==> config.mk <==
export PLATFORM = sky130hd
export DESIGN_NAME = redirect_ctrl_flat
export DESIGN_NICKNAME = d
export VERILOG_FILES = /design/src/rtl/redirect_if.sv /design/src/rtl/redirect_ctrl.sv /design/src/flat_wrapper.sv
export SDC_FILE = /design/constraint.sdc
export NUM_CORES = 1
export LEC_CHECK = 0
export CELL_PAD_IN_SITES_DETAIL_PLACEMENT = 1
export CELL_PAD_IN_SITES_GLOBAL_PLACEMENT = 2
export CORE_MARGIN = 5
export CORE_UTILIZATION = 24
export CTS_BUF_LIST = sky130_fd_sc_hd__clkbuf_2
export DETAILED_ROUTE_END_ITERATION = 6
export PLACE_DENSITY = 0.78
export SLEW_MARGIN = 15
export SYNTH_ARGS = -nofsm -noshare
export SYNTH_HDL_FRONTEND = slang
export SYNTH_SLANG_ARGS = --single-unit
export TNS_END_PERCENT = 50
==> constraint.sdc <==
create_clock -name clk -period 4.2 [get_ports clk]
set_clock_uncertainty 0.15 [all_clocks]
set_input_delay 0.84 -clock clk [delete_from_list [all_inputs] [get_ports clk]]
set_output_delay 0.84 -clock clk [all_outputs]
set_load 0.005 [all_outputs]
==> src/rtl/redirect_if.sv <==
// Handshake bundle between the execute stage, fetch and the redirect controller.
// The pipeline side is the master; the controller is the slave.
interface redirect_if;
  logic        ex_valid;
  logic        ex_branch;
  logic [63:0] ex_pc;
  logic [63:0] ex_jump;
  logic        ex_stall;
  logic        ibus_busy;
  logic        redirect_ready;
  logic        flush_o;
  logic        redirect_valid;
  logic [63:0] redirect_pc;
  logic        busy_o;
  logic [31:0] branch_cnt;
  logic [31:0] mispred_cnt;

  modport master (
    output ex_valid, ex_branch, ex_pc, ex_jump, ex_stall, ibus_busy, redirect_ready,
    input  flush_o, redirect_valid, redirect_pc, busy_o, branch_cnt, mispred_cnt
  );

  modport slave (
    input  ex_valid, ex_branch, ex_pc, ex_jump, ex_stall, ibus_busy, redirect_ready,
    output flush_o, redirect_valid, redirect_pc, busy_o, branch_cnt, mispred_cnt
  );
endinterface

==> src/rtl/redirect_ctrl.sv <==
// Control-flow redirect controller: compares resolved EX outcome against pc+4,
// flushes younger work and holds a redirect until fetch is free to accept it.
module redirect_ctrl (
  input  logic      clk,
  input  logic      resetn,
  redirect_if.slave bus
);
  typedef enum logic [1:0] {IDLE, WAIT, REDIR} state_t;

  state_t      state;
  logic        done;
  logic [63:0] target;
  logic [31:0] branch_q;
  logic [31:0] mispred_q;
  logic        idle;
  logic        fire;
  logic        mispred;

  // Branches seen outside IDLE are ignored: flush_o already kills them.
  assign idle    = (state == IDLE);
  assign fire    = bus.ex_valid & bus.ex_branch & ~done & idle;
  assign mispred = fire & (bus.ex_jump != (bus.ex_pc + 64'd4));

  always_ff @(posedge clk) begin
    if (!resetn) begin
      state     <= IDLE;
      done      <= 1'b0;
      target    <= 64'd0;
      branch_q  <= 32'd0;
      mispred_q <= 32'd0;
    end else begin
      // A stalled branch fires once, then is masked until it leaves EX.
      done <= bus.ex_stall & (done | fire);
      if (fire)    branch_q  <= branch_q + 32'd1;
      if (mispred) mispred_q <= mispred_q + 32'd1;
      case (state)
        IDLE: begin
          if (mispred) begin
            target <= bus.ex_jump;
            state  <= bus.ibus_busy ? WAIT : REDIR;
          end
        end
        WAIT:    if (!bus.ibus_busy)     state <= REDIR;
        REDIR:   if (bus.redirect_ready) state <= IDLE;
        default: state <= IDLE;
      endcase
    end
  end

  assign bus.flush_o        = mispred | ~idle;
  assign bus.busy_o         = ~idle;
  assign bus.redirect_valid = (state == REDIR);
  assign bus.redirect_pc    = (state == REDIR) ? target : 64'd0;
  assign bus.branch_cnt     = branch_q;
  assign bus.mispred_cnt    = mispred_q;
endmodule

==> src/flat_wrapper.sv <==
// flat-port wrapper written by rule: the top's interface ports become plain ports
module redirect_ctrl_flat 
  (clk, resetn, bus_ex_valid, bus_ex_branch, bus_ex_pc, bus_ex_jump, bus_ex_stall, bus_ibus_busy, bus_redirect_ready, bus_flush_o, bus_redirect_valid, bus_redirect_pc, bus_busy_o, bus_branch_cnt, bus_mispred_cnt);
  redirect_if bus_i ();
  input  logic clk;
  input  logic resetn;
  input wire logic [$bits(bus_i.ex_valid)-1:0] bus_ex_valid;
  input wire logic [$bits(bus_i.ex_branch)-1:0] bus_ex_branch;
  input wire logic [$bits(bus_i.ex_pc)-1:0] bus_ex_pc;
  input wire logic [$bits(bus_i.ex_jump)-1:0] bus_ex_jump;
  input wire logic [$bits(bus_i.ex_stall)-1:0] bus_ex_stall;
  input wire logic [$bits(bus_i.ibus_busy)-1:0] bus_ibus_busy;
  input wire logic [$bits(bus_i.redirect_ready)-1:0] bus_redirect_ready;
  output wire logic [$bits(bus_i.flush_o)-1:0] bus_flush_o;
  output wire logic [$bits(bus_i.redirect_valid)-1:0] bus_redirect_valid;
  output wire logic [$bits(bus_i.redirect_pc)-1:0] bus_redirect_pc;
  output wire logic [$bits(bus_i.busy_o)-1:0] bus_busy_o;
  output wire logic [$bits(bus_i.branch_cnt)-1:0] bus_branch_cnt;
  output wire logic [$bits(bus_i.mispred_cnt)-1:0] bus_mispred_cnt;
  assign bus_i.ex_valid = bus_ex_valid;
  assign bus_i.ex_branch = bus_ex_branch;
  assign bus_i.ex_pc = bus_ex_pc;
  assign bus_i.ex_jump = bus_ex_jump;
  assign bus_i.ex_stall = bus_ex_stall;
  assign bus_i.ibus_busy = bus_ibus_busy;
  assign bus_i.redirect_ready = bus_redirect_ready;
  assign bus_flush_o = bus_i.flush_o;
  assign bus_redirect_valid = bus_i.redirect_valid;
  assign bus_redirect_pc = bus_i.redirect_pc;
  assign bus_busy_o = bus_i.busy_o;
  assign bus_branch_cnt = bus_i.branch_cnt;
  assign bus_mispred_cnt = bus_i.mispred_cnt;
  redirect_ctrl u_core (.clk(clk), .resetn(resetn), .bus(bus_i));
endmodule
==> results of run 1 <==
-- layout make-up --
type	count	area, um^2
flip-flops and latches	131	2620
clock buffers	18	90.1
diodes	5	12.5
well taps	455	569
clock inverters	14	201
multi-input cells	881	5800
fillers	4133	20700
repair buffers	484	4380
inverters	6	25.0
-- worst register-to-register path, cell delays in order (launching register included) --
cell and delay, ps:
sky130_fd_sc_hd__dfxtp_1 490, sky130_fd_sc_hd__and3_1 260, sky130_fd_sc_hd__and4_1 290, sky130_fd_sc_hd__and4_1 270, sky130_fd_sc_hd__and3_1 220, sky130_fd_sc_hd__and3_1 190, sky130_fd_sc_hd__and2_1 220, sky130_fd_sc_hd__nand3_1 210
sky130_fd_sc_hd__or3_1 420, sky130_fd_sc_hd__or4_1 400, sky130_fd_sc_hd__a21oi_1 140
-- cell usage after synthesis (all sizes together) (2+ instances only) --
master / n
a211oi: 2
nor4: 19
nand4: 46
nor2: 56
buf: 29
a2111oi: 2
o311ai: 3
and2: 67
or2: 4
and3: 28
ha: 3
o31a: 3
nand2b: 8
o41ai: 4
inv: 5
a21oi: 109
xor2: 49
o211ai: 3
nand4b: 3
nand2: 62
o2111a: 2
o21a: 3
o21ai: 83
nor3b: 4
nor4b: 5
nor3: 22
clkbuf: 46
nor2b: 2
mux2i: 7
o31ai: 24
nand3: 121
and4: 10
a31oi: 8
a31o: 2
or3: 20
dfxtp: 131
xnor2: 64
nand3b: 2
or4: 24
-- worst paths after layout --
check / startpoint / to / depth (start not counted)
setup / recovery: bus_ex_pc[27] / bus_flush_o / 14
hold / removal: bus_ex_jump[15] / u_core.target[15]$_SDFFE_PN0P_ / 3
setup reg to reg: u_core.bus.mispred_cnt[9]$_SDFFE_PN0P_ / u_core.bus.mispred_cnt[28]$_SDFFE_PN0P_ / 10
hold reg to reg: u_core.target[56]$_SDFFE_PN0P_ / u_core.target[56]$_SDFFE_PN0P_ / 2
-- logic make-up (layout without fill, tap and decap cells) --
| family | after synthesis | after routing | share of synthesized area [%] |
|---|---|---|---|
| compound gates | 254 | 254 | 17.4 |
| xor+xnor | 113 | 113 | 11.9 |
| fa+ha+maj | 3 | 3 | 0.451 |
| buf+inv | 81 | 522 | 4.37 |
| flops | 131 | 131 | 31.5 |
| mux | 7 | 7 | 0.841 |
| other cells | 0 | 5 | 0 |
| simple gates | 504 | 504 | 33.6 |
-- registers in the layout (all words and copies together), names as in the netlist --
name,count
u_core.bus.mispred_cnt,32
u_core.target,64
u_core.bus.branch_cnt,32
u_core.state,2
u_core.done,1
-- layer usage --
layer	global-route usage (%)	share of wire, %	vias to the layer above
met5	0	0	-
met3	4.91	5.6	58
met4	6.05	2.3	0
li1	-	-	4870
met2	33.5	49	236
met1	24.2	43	4961
-- report_power, final --
part	internal, mW	switching, mW
Combinational	0.345	0.343
Sequential	1.28	0.0169
Clock	0.405	0.604
Total	2.03	0.964
-- repair_timing --
action                                  in CTS  in global routing
gates cloned                                 1                  0
pin swaps                                   48                 18
buffers inserted                            27                  6
endpoints found under the setup margin      72                 71
gates resized for setup                    238                 15
-- per-stage QoR --
step	setup TNS [ps]	cells
2_1_floorplan	-290	1093
3_3_place_gp	-135590	1924
3_5_place_dp	-137650	1924
4_1_cts	-298	1983
5_1_grt	-445	1993
6_report	-338	1994
==> flow_summary.ini, run 1 <==
[clock_tree]
number_of_buffers_created_by_cts = 17
root_buffer = sky130_fd_sc_hd__clkbuf_2
cts_hold_repair.buffers = 0
clock_insertion_delay_worst_skew_ps = 870
clock_path_buffers = 2
cts_tree = built
clock-sinks = 131
worst_setup_hold_path_clk_slew_ps = 190
htree_num_levels = 4

[min_path]
hold_class = in -> reg

[routing]
drt-pass1-iter-count = 5
finalWirelength_mm = 39.4
ant_nets = 0
detailroute.via_count = 10100
drt-wirelength-per-cell_um = 19.8
drt_drc_violations_left = 0
drtIter0Drc = 448
via_per_inst = 5.08

[outcome]
outcome = finished, violations left
failed_checks = negative setup slack

[floorplanning]
initial_utilization_pct = 24.2
chipWidth_um = 196
number_of_top_level_pins = 266
die_height_um = 196
site_row_count = 68
dieArea_um2 = 38500
core_area_um2 = 34400

[synth]
fraction_of_registers_with_async_set_or_reset_after_synthesis_pct = 0
post_synth_main_area_contributors = sky130_fd_sc_hd__dfxtp_1 (31%), sky130_fd_sc_hd__nand3_1 (7.3%), sky130_fd_sc_hd__xnor2_1 (6.7%), sky130_fd_sc_hd__a21oi_1 (6.5%), sky130_fd_sc_hd__xor2_1 (5.2%)
postSynthAreaPerCell_um2 = 7.62
syn_inst = 1093
number_of_warnings_issued_by_yosys = 0
synth_largest_type_area_fraction_pct = 31.5
synth_cell_types = 56
mappedNetlistArea_um2 = 8330
synth-main-ff-cell = sky130_fd_sc_hd__dfxtp_1
syn_nets = 1231
yosysTopAreaCell = sky130_fd_sc_hd__dfxtp_1
synth-seq-area-share_pct = 31.5
synth_enable_flop_cells = 0
yosys_register_bits = 131

[timing]
hold_viol_final = 0
hold-worst-slack_ps = 322
min_period_over_period_pct = 108
maxSlewViolCount = 0
grt_setup_unrepaired = yes
clock.fmax_mhz = 220
finalCriticalPeriod_ps = 4540
worst_slew_margin_rel_pct = 20.5
least_margin_pin_slew_ps = 1190
setup_viol_count_final = 1
fin_ws_ps = -338

[power]
totalPowerFinal_mw = 2.99
vdd_drop_max_uv = 149
p_leak_nw = 4.94
power.density_cell_area_nw_per_um2 = 218

[place]
pre_cts_ws_ps = -1650
hpwlAfterDp_mm = 28.7
placedInstanceArea_um2 = 12700
place_congestion = 0.879
io_buffer_count = 265

[cells_and_area]
most-common-layout-cells = sky130_fd_sc_hd__clkdlybuf4s50_1 (217), sky130_fd_sc_hd__buf_4 (196), sky130_fd_sc_hd__dfxtp_1 (131)
areaGrowthSynthToFinish_pct = 64.6
final_area_um2 = 13700
post_route_cells_drive_above_1_share_pct = 23.1
layout.cells.most_common = sky130_fd_sc_hd__clkdlybuf4s50_1
post_layout_util_pct = 39.9
final_net_count = 1659

[worst_setup_path]
timing.critical_path.from_type = input pin
setup.reg_to_reg.worst_slack_ps = 910
worstSetupPathType = in -> out
critical_path_peak_fanout = 4
worst_ep_required_time_ps = 3210
critical_path.slowest_cell = sky130_fd_sc_hd__or4_4
cp_num_buf_inv = 4
crit_chain = buf_6, nand4_1, buf_4, or4_4, buf_6, nor3_4, xnor2_1, a221o_1, a211oi_2, nand3_2, nor2_4, nor2_4, or2_1, buf_2
endpoint_kind = primary output
cpLargestDelayFamily = simple AND/OR/NAND/NOR gates
worstPathArrival_ps = 3550
critical_path.max_stage_delay_ps = 540

[global_routing]
first_global_vias = 10500
grt_antenna_before_repair = 4
grt_max_degree = 115
grt_first_pass_wirelength_mm = 60.0
grt_overflow = 0
track_usage_pct = 19.6

[job]
timing.max_cap.violations = 0
No activity file was read; power rests on OpenSTA's default activity.
==> run 2: changes to the inputs <==
SLEW_MARGIN = 20   (was 15)
==> run 2 against run 1 <==
The flow still finishes with violations (negative setup slack); design area about the same; worst hold slack about the same; sequential power about the same; critical path type unchanged; non-clock buffer count stayed put; largest cell class unchanged.
==> flow_summary.ini, run 2 (synthesized netlist as in run 1, its figures left out) <==
[global_routing]
track_usage_pct = 19.6
grt_overflow = 0
grt_first_pass_wirelength_mm = 60.0
first_global_vias = 10500
grt_antenna_before_repair = 4
grt_max_degree = 115

[place]
hpwlAfterDp_mm = 28.7
pre_cts_ws_ps = -1650
io_buffer_count = 265
place_congestion = 0.879

[clock_tree]
htree_num_levels = 4
number_of_buffers_created_by_cts = 17
cts_tree = built
clock-sinks = 131
clock_path_buffers = 2
worst_setup_hold_path_clk_slew_ps = 190
root_buffer = sky130_fd_sc_hd__clkbuf_2
clock_insertion_delay_worst_skew_ps = 870

[routing]
via_per_inst = 5.08
ant_nets = 0
drt-pass1-iter-count = 5
drt_drc_violations_left = 0
detailroute.via_count = 10100
drt-wirelength-per-cell_um = 19.8
drtIter0Drc = 448
finalWirelength_mm = 39.4

[cells_and_area]
final_net_count = 1659
n_fill_cell = 4132
layout.cells.most_common = sky130_fd_sc_hd__clkdlybuf4s50_1
regArea_um2 = 2620
multi_input_comb_area_um2 = 5800
areaGrowthSynthToFinish_pct = 64.6
max_reg_flops = 64
post_route_cells_drive_above_1_share_pct = 23.1
register_name_with_the_most_flops = u_core.target
most-common-layout-cells = sky130_fd_sc_hd__clkdlybuf4s50_1 (217), sky130_fd_sc_hd__buf_4 (195), sky130_fd_sc_hd__dfxtp_1 (131)

[timing]
grt_setup_unrepaired = yes
min_period_over_period_pct = 108
clock.fmax_mhz = 220
least_margin_pin_slew_ps = 890
maxSlewViolCount = 0
finalCriticalPeriod_ps = 4540
setup_tns_ps = -337
hold_viol_final = 0
worst_slew_margin_rel_pct = 40.6
fin_ws_ps = -337
setup_viol_count_final = 1

[worst_setup_path]
worstSetupPathType = in -> out
reg2reg_from = u_core.bus.mispred_cnt[9]$_SDFFE_PN0P_
timing.critical_path.from_type = input pin
crit_chain = buf_6, nand4_1, buf_4, or4_4, buf_6, nor3_4, xnor2_1, a221o_1, a211oi_2, nand3_2, nor2_4, nor2_4, or2_1, buf_2
critical_path_peak_fanout = 4
r2r.worst_path.cells = 10
worst_setup_path_startpoint = bus_ex_pc[27]
critical_path.slowest_cell = sky130_fd_sc_hd__or4_4
worstPathArrival_ps = 3550
setup.reg_to_reg.worst_slack_ps = 910
endpoint = bus_flush_o
worst_ep_required_time_ps = 3210
endpoint_kind = primary output
rr_endpoint = u_core.bus.mispred_cnt[28]$_SDFFE_PN0P_
critical_path.max_stage_delay_ps = 540

[floorplanning]
dieArea_um2 = 38500
initial_utilization_pct = 24.2
site_row_count = 68
die_height_um = 196
core_area_um2 = 34400
number_of_top_level_pins = 266
chipWidth_um = 196

[power]
vdd_drop_max_uv = 149
power.density_cell_area_nw_per_um2 = 218
p_leak_nw = 4.94

[min_path]
hold_class = in -> reg

[outcome]
outcome = finished, violations left
failed_checks = negative setup slack

[job]
timing.max_cap.violations = 0
## run 2: cell counts in the layout (fill, tap and decap cells not counted)
No cell type changed its count.
## run 2: final cells by class
cell class,instances,share of cell area (%)
multi-input cells,881,42.3
repair buffers,484,32.0
flip-flops and latches,131,19.1
well taps,455,4.15
clock inverters,14,1.47
clock buffers,18,0.657
inverters,6,0.182
diodes,5,0.0912
## run 2: through the flow
step | hold WS, ps | std cells | cell area [um^2] | power (mW) | util [%]
3_5_place_dp | 315 | 1924 | 12700 | 1.97 | 36.9
6_report | 322 | 1994 | 13700 | 3.00 | 39.9
5_1_grt | 277 | 1993 | 13700 | 3.13 | 39.9
4_1_cts | 229 | 1983 | 13600 | 3.02 | 39.5
2_1_floorplan | 291 | 1093 | 8350 | 1.56 | -
3_3_place_gp | 303 | 1924 | 12700 | 1.96 | 36.9
## run 2: layer usage
metal,vias up,GRT usage [%],share of wire (%)
li1,4870,-,-
met1,4958,24.2,43
met2,240,33.5,49
met3,62,4.91,5.7
met4,0,6.05,2.3
met5,-,0,0
## run 2: how the worst min path moves through the flow
stage                                            start                                      end  slack, ps  cells past startpoint
3_5_place_dp            u_core.target[28]$_SDFFE_PN0P_           u_core.target[28]$_SDFFE_PN0P_        310                      2
5_1_grt                                   bus_ex_stall                   u_core.done$_SDFF_PN0_        280                      2
2_1_floorplan             u_core.state[1]$_SDFFE_PN0P_             u_core.state[0]$_SDFFE_PN0P_        290                      1
6_report                               bus_ex_jump[15]           u_core.target[15]$_SDFFE_PN0P_        320                      3
3_3_place_gp   u_core.bus.mispred_cnt[31]$_SDFFE_PN0P_  u_core.bus.mispred_cnt[31]$_SDFFE_PN0P_        300                      2
4_1_cts                                bus_ex_jump[15]           u_core.target[15]$_SDFFE_PN0P_        230                      3
## run 2: worst max-delay path, delay by kind of cell
kind | cells | cell delay (ps)
compound gates | 2 | 610
xor+xnor | 1 | 90
buf+inv | 4 | 550
simple gates | 7 | 1450
## run 2: power breakdown
part | internal (mW) | switching [mW] | total (mW)
clock | 0.405 | 0.604 | 1.01
sequential | 1.28 | 0.0169 | 1.30
combinational | 0.345 | 0.343 | 0.688
## run 2: what timing repair did
action / 4_1_cts / 5_1_grt
hold buffers: 0 / 0
setup endpoints to repair: 72 / 71
cloned: 1 / 0
resized for setup: 238 / 15
buffers inserted: 27 / 6
pin swaps: 48 / 18
